## config.mk

```make
export PLATFORM = sky130hd
export DESIGN_NAME = roll_controller
export DESIGN_NICKNAME = d
export VERILOG_FILES = /design/src/rtl/roll_controller.sv
export SDC_FILE = /design/constraint.sdc
export NUM_CORES = 1
export LEC_CHECK = 0
export CORE_ASPECT_RATIO = 1.25
export CORE_UTILIZATION = 35
export DETAILED_ROUTE_END_ITERATION = 10
export PLACE_DENSITY = 0.57
export SYNTH_ARGS = -nofsm -noshare
export SYNTH_HDL_FRONTEND = slang
export SYNTH_SLANG_ARGS = --single-unit
export TNS_END_PERCENT = 10
```

## constraint.sdc

```tcl
create_clock -name clk -period 1.9 [get_ports clk]
set_input_delay 0.38 -clock clk [delete_from_list [all_inputs] [get_ports clk]]
set_output_delay 0.38 -clock clk [all_outputs]
set_load 0.02 [all_outputs]
```

## src/rtl/roll_controller.sv

```systemverilog
// Single-roll sequencer: captures entropy on request, reduces it modulo the die's
// side count with an 8-step shift-subtract loop, then holds the 1-based result until
// it is accepted. Optional feature macro: ROLL_TEST_EN (code 6 = deterministic D20).
module roll_controller #(
  parameter int unsigned RAND_W = 16
) (
  input  logic              clk,
  input  logic              reset_n,
  input  logic              roll_req,
  input  logic [2:0]        die_select,
  input  logic [RAND_W-1:0] rand_bits,
  output logic [4:0]        result,
  output logic [2:0]        result_die,
  output logic              result_valid,
  input  logic              result_ready,
  output logic              busy,
  output logic              roll_dropped
);

  typedef enum logic [1:0] {
    IDLE,
    DIVIDE,
    DONE
  } state_e;

  state_e      state_q, state_d;
  logic [2:0]  step_q, step_d;
  logic [5:0]  rem_q, rem_d;
  logic [7:0]  byte_q, byte_d;
  logic [5:0]  sides_q, sides_d;
  logic [2:0]  die_q, die_d;
  logic [4:0]  result_q, result_d;
  logic [2:0]  result_die_q, result_die_d;
  logic        dropped_q, dropped_d;
`ifdef ROLL_TEST_EN
  logic [4:0]  test_cnt_q, test_cnt_d;
`endif

  logic        code_ok;
  logic [5:0]  code_sides;
  logic        bit_in;
  logic [5:0]  t;
  logic [5:0]  rem_next;
  logic        unused_rand;

  // Only the low byte of the entropy bus feeds the roll.
  assign unused_rand = ^rand_bits;

  always_comb begin
    code_ok    = 1'b1;
    code_sides = 6'd0;
    case (die_select)
      3'd0:    code_sides = 6'd4;
      3'd1:    code_sides = 6'd6;
      3'd2:    code_sides = 6'd8;
      3'd3:    code_sides = 6'd10;
      3'd4:    code_sides = 6'd12;
      3'd5:    code_sides = 6'd20;
`ifdef ROLL_TEST_EN
      3'd6:    code_sides = 6'd20;
`endif
      default: code_ok    = 1'b0;
    endcase
  end

  // One restoring-division step per cycle, byte consumed MSB first.
  always_comb begin
    bit_in   = byte_q[3'd7 - step_q];
    t        = {rem_q[4:0], bit_in};
    rem_next = (t >= sides_q) ? (t - sides_q) : t;
  end

  always_comb begin
    state_d      = state_q;
    step_d       = step_q;
    rem_d        = rem_q;
    byte_d       = byte_q;
    sides_d      = sides_q;
    die_d        = die_q;
    result_d     = result_q;
    result_die_d = result_die_q;
    dropped_d    = 1'b0;
`ifdef ROLL_TEST_EN
    test_cnt_d   = test_cnt_q;
`endif

    case (state_q)
      IDLE: begin
        if (roll_req) begin
          if (code_ok) begin
            state_d = DIVIDE;
            sides_d = code_sides;
            die_d   = die_select;
            byte_d  = rand_bits[7:0];
            rem_d   = '0;
            step_d  = '0;
`ifdef ROLL_TEST_EN
            if (die_select == 3'd6) begin
              byte_d     = {3'b000, test_cnt_q};
              test_cnt_d = (test_cnt_q == 5'd19) ? 5'd0 : test_cnt_q + 5'd1;
            end
`endif
          end else begin
            dropped_d = 1'b1;
          end
        end
      end
      DIVIDE: begin
        dropped_d = roll_req;
        rem_d     = rem_next;
        step_d    = step_q + 3'd1;
        if (step_q == 3'd7) begin
          state_d      = DONE;
          result_d     = rem_next[4:0] + 5'd1;
          result_die_d = die_q;
        end
      end
      DONE: begin
        dropped_d = roll_req;
        if (result_ready) state_d = IDLE;
      end
      default: state_d = IDLE;
    endcase
  end

  always_ff @(posedge clk or negedge reset_n) begin
    if (!reset_n) begin
      state_q      <= IDLE;
      step_q       <= '0;
      rem_q        <= '0;
      byte_q       <= '0;
      sides_q      <= '0;
      die_q        <= '0;
      result_q     <= '0;
      result_die_q <= '0;
      dropped_q    <= 1'b0;
`ifdef ROLL_TEST_EN
      test_cnt_q   <= '0;
`endif
    end else begin
      state_q      <= state_d;
      step_q       <= step_d;
      rem_q        <= rem_d;
      byte_q       <= byte_d;
      sides_q      <= sides_d;
      die_q        <= die_d;
      result_q     <= result_d;
      result_die_q <= result_die_d;
      dropped_q    <= dropped_d;
`ifdef ROLL_TEST_EN
      test_cnt_q   <= test_cnt_d;
`endif
    end
  end

  assign result       = result_q;
  assign result_die   = result_die_q;
  assign result_valid = (state_q == DONE);
  assign busy         = (state_q != IDLE);
  assign roll_dropped = dropped_q;

endmodule

```

==> PnR_summary.wiki <==
{| class="wikitable"
! Metric !! Value
|-
| Post-synthesis cell area || 0.001803 mm^2
|-
| Arrival time at the worst endpoint || 2.39 ns
|-
| Total power divided by cell area || 1709 mW/mm^2
|-
| Routability cong. || 0.8092
|-
| Shortest clock period the worst path allows after layout || 2.189 ns
|-
| Share of the core filled with cells in the final layout || 0.5318
|-
| Minimum setup slack after placement || -0.2495 ns
|-
| Startpoint of the lowest-slack register-to-register path || rem_q[2]
|-
| Count of flip-flops with a built-in enable after synthesis || 0
|-
| Required time at the endpoint of the critical path || 2.10 ns
|-
| Top_reg_cell synth || dfrtp_1
|-
| Clk sinks || 34
|-
| WP depth || 8
|-
| Post-DP HPWL || 2.931 mm
|-
| Area added between synthesis and finish || 42.61%
|-
| Clock Pin Slew Worst Setup and Hold Paths || 0.08 ns
|-
| Congestion Overflow GR || 0
|-
| Worst R2R Setup Slack || -0.29 ns
|-
| Setup crit end || result[4]
|-
| Number of vias in the routed layout || 1462
|-
| Largest area contributor in the netlist || dfrtp_1
|-
| Proportion of netlist area held by the largest area contributor || 0.4719
|-
| Largest cells by area after synthesis || dfrtp_1, nand2_1, ha_1
|-
| Slew HR || 0.6735
|-
| CP most frequent cell || a21oi_4
|-
| Post-DP Area || 0.002297 mm^2
|-
| Die Y-Extent || 82.25 um
|-
| Total Routing Usage GR || 0.1680
|-
| Maximum number of pins on one net before global-route repair || 35
|-
| Unrepaired setup endpoints after global routing || true
|-
| Width of the die || 66.20 um
|-
| Max incr delay on CP || 0.42 ns
|-
| Crit path from || rem_q[2]
|-
| Type of the most critical hold path || reg2reg
|-
| Worst-case clock buffer depth || 2
|-
| Total wirelength of the detailed-routed design || 4.114 mm
|-
| Worst setup skew after layout || 0.01299 ns
|-
| Clk Tree Root Cell || clkbuf_8
|-
| # port buffers || 25
|-
| Later-pin clock latency in the skew report || 0.29 ns
|-
| Final instance count without filler cells || 301
|-
| Critical path startpoint category || flop
|-
| Count of unresolved DRC violations after routing || 0
|-
| Proportion of register bits with asynchronous set or reset after synthesis || 1.000
|-
| Standard-cell rows || 28
|-
| Max-slew violations || 0
|-
| Worst vdd ir || 0.0007584 V
|-
| Clock buffer count from CTS || 5
|-
| TritonCTS clock tree || built
|-
| Detailed router's first-iteration violation count || 36
|-
| I/O pin total || 34
|-
| Critical-path maximum fanout || 5
|-
| Average size of a mapped cell || 10.02 um^2
|-
| Fraction of layout cells with a size suffix above 1 || 0.2905
|-
| Initial antenna violation count || 0
|-
| Combined buffer and inverter count along the critical path || 1
|-
| Worst r2r dst || result[4]
|-
| Slowest-stage cell, CP || dfrtp_1
|-
| Most common library cell in the layout ignoring fill and taps || nand2_1
|-
| Average wire per cell in the routed design || 13.67 um
|-
| Via count of the first global-routing pass || 1434
|-
| Number of endpoints with negative hold slack in the final report || 0
|-
| Number of hold buffers added after CTS || 0
|-
| Actual transition at the worst max-transition pin || 0.4897 ns
|-
| Initial core utilization || 0.3729
|-
| Post-detailed-route via-to-cell ratio || 4.857
|-
| Number of nets with antenna violations after routing || 0
|-
| Setup-violating endpoint count in the final report || 8
|-
| Post-Syn Nets || 216
|-
| Die Outline Area || 0.005444 mm^2
|-
| Run status || finished, violations left
|-
| Wire length of the first global-routing pass || 6.665 mm
|-
| Crit path max-delay family || compound AO/OA/AOI/OAI gates
|-
| Placeable Area || 0.004835 mm^2
|-
| Critical path class || reg2reg
|-
| CTS H-tree lvls || 2
|-
| Number of optimization iterations in the first detailed-route pass || 4
|-
| Post-synthesis register bit count || 34
|-
| Final net count || 276
|-
| Total number of yosys warnings || 0
|-
| Worst reg2reg path depth || 8
|-
| Area of all placed cells without fillers || 0.002571 mm^2
|-
| Sequential area share after synthesis || 0.4719
|-
| Max frequency || 456.9 MHz
|-
| Instance count of the mapped netlist || 180
|-
| Leakage component of the power || 1.194 nW
|-
| Violations in the final reports || negative setup slack
|-
| Endpoint kind of the worst setup timing path || flop
|-
| Distinct cell type count of the synthesized netlist || 36
|-
| Max_cap viols || 0
|-
| Critical Path, Cell by Cell || ha_4 > a21oi_4 > o211ai_4 > buf_6 > a21oi_4 > mux2_4 > o21a_1 > o31ai_2
|-
| Number of antenna repair diodes || 0
|-
| Commonest non-fill, non-tap cells in the layout || nand2_1, dfrtp_1, buf_4
|-
| Worst setup margin || -0.2886 ns
|-
| Cells after DPL || 283
|-
| Final cycle utilization of the critical path || 1.152
|}
[state kept, by name, summed over array words and instances (netlist names)]
name          cells
step_q            3
byte_q            8
rem_q             5
sides_q           4
result_die        3
result            5
state_q           2
die_q             3
roll_dropped      1
[worst register-to-register path, stage by stage (launching register included)]
cell and delay [ns]:
dfrtp_1 0.42, ha_4 0.26, a21oi_4 0.19, o211ai_4 0.15
buf_6 0.16, a21oi_4 0.20, mux2_4 0.33, o21a_1 0.19
o31ai_2 0.21
[Yosys cell counts (all sizes together), types with 2 or more instances]
| cell | n |
|---|---|
| nand2 | 54 |
| dfrtp | 34 |
| o21ai | 18 |
| inv | 13 |
| ha | 12 |
| mux2 | 5 |
| mux2i | 5 |
| a21oi | 4 |
| clkbuf | 4 |
| nand3 | 3 |
| nor2 | 3 |
| mux4 | 2 |
| nand2b | 2 |
| nand4b | 2 |
| nor3b | 2 |
| xnor2 | 2 |
| xor2 | 2 |
[cell families after synthesis]
family | share of synthesized area
DFF | 0.4719
adders and majority gates | 0.09438
buffers and inverters | 0.03747
AOI/OAI and AO/OA | 0.1180
xor gates and xnor gates | 0.01943
and+or+nand+nor | 0.1617
muxes | 0.09715
[metrics by stage]
step	setup TNS [ns]	power (mW)	hold slack, ns
2_1_floorplan	-0.2223	2.540	0.08441
3_3_place_gp	-0.9084	3.158	0.4526
3_5_place_dp	-1.443	3.242	0.4610
4_1_cts	-1.135	4.063	0.4802
5_1_grt	-2.060	4.751	0.5140
6_report	-1.091	4.394	0.4706
[per-layer routing]
metal  wire length [um]  part of all wire  GRT usage  up-vias
li1                   -                 -          -      727
met1               1699              0.41     0.1818      710
met2               2267              0.55     0.3214       19
met3                 96             0.023    0.03709        6
met4                 51             0.012    0.05106        0
met5                  0                 0          0        -
[worst min path at each step]
stage / start / endpoint / slack, ns / depth (start not counted)
after CTS: byte_q[2] / byte_q[2] / 0.48 / 2
after detailed placement: byte_q[2] / byte_q[2] / 0.46 / 2
after floorplan: reset_n / byte_q[0] / 0.08 / 0
after global routing: die_q[1] / die_q[1] / 0.51 / 2
final: byte_q[2] / byte_q[2] / 0.47 / 2
after global placement: byte_q[3] / byte_q[3] / 0.45 / 2
[area by class of cell]
type                       instances  area [um^2]
fill                             449         2263
multi-input combinational        128        983.4
sequential                        34        853.3
timing repair buffer              58        515.5
clock buffer                       6        82.58
tap                               60        75.07
inverter                          13        48.80
clock inverter                     2        12.51
[where the power goes]
part	internal (mW)	switching [mW]
Clock	0.291	0.273
Sequential	0.967	0.168
Combinational	1.39	1.30
Total	2.65	1.74
[what timing repair did]
item                                    CTS  global route
setup buffers                             4             6
pin swaps                                 1            10
endpoints found under the setup margin    9            12
resized for setup                         9            19
No activity file was read; power rests on OpenSTA's default activity.
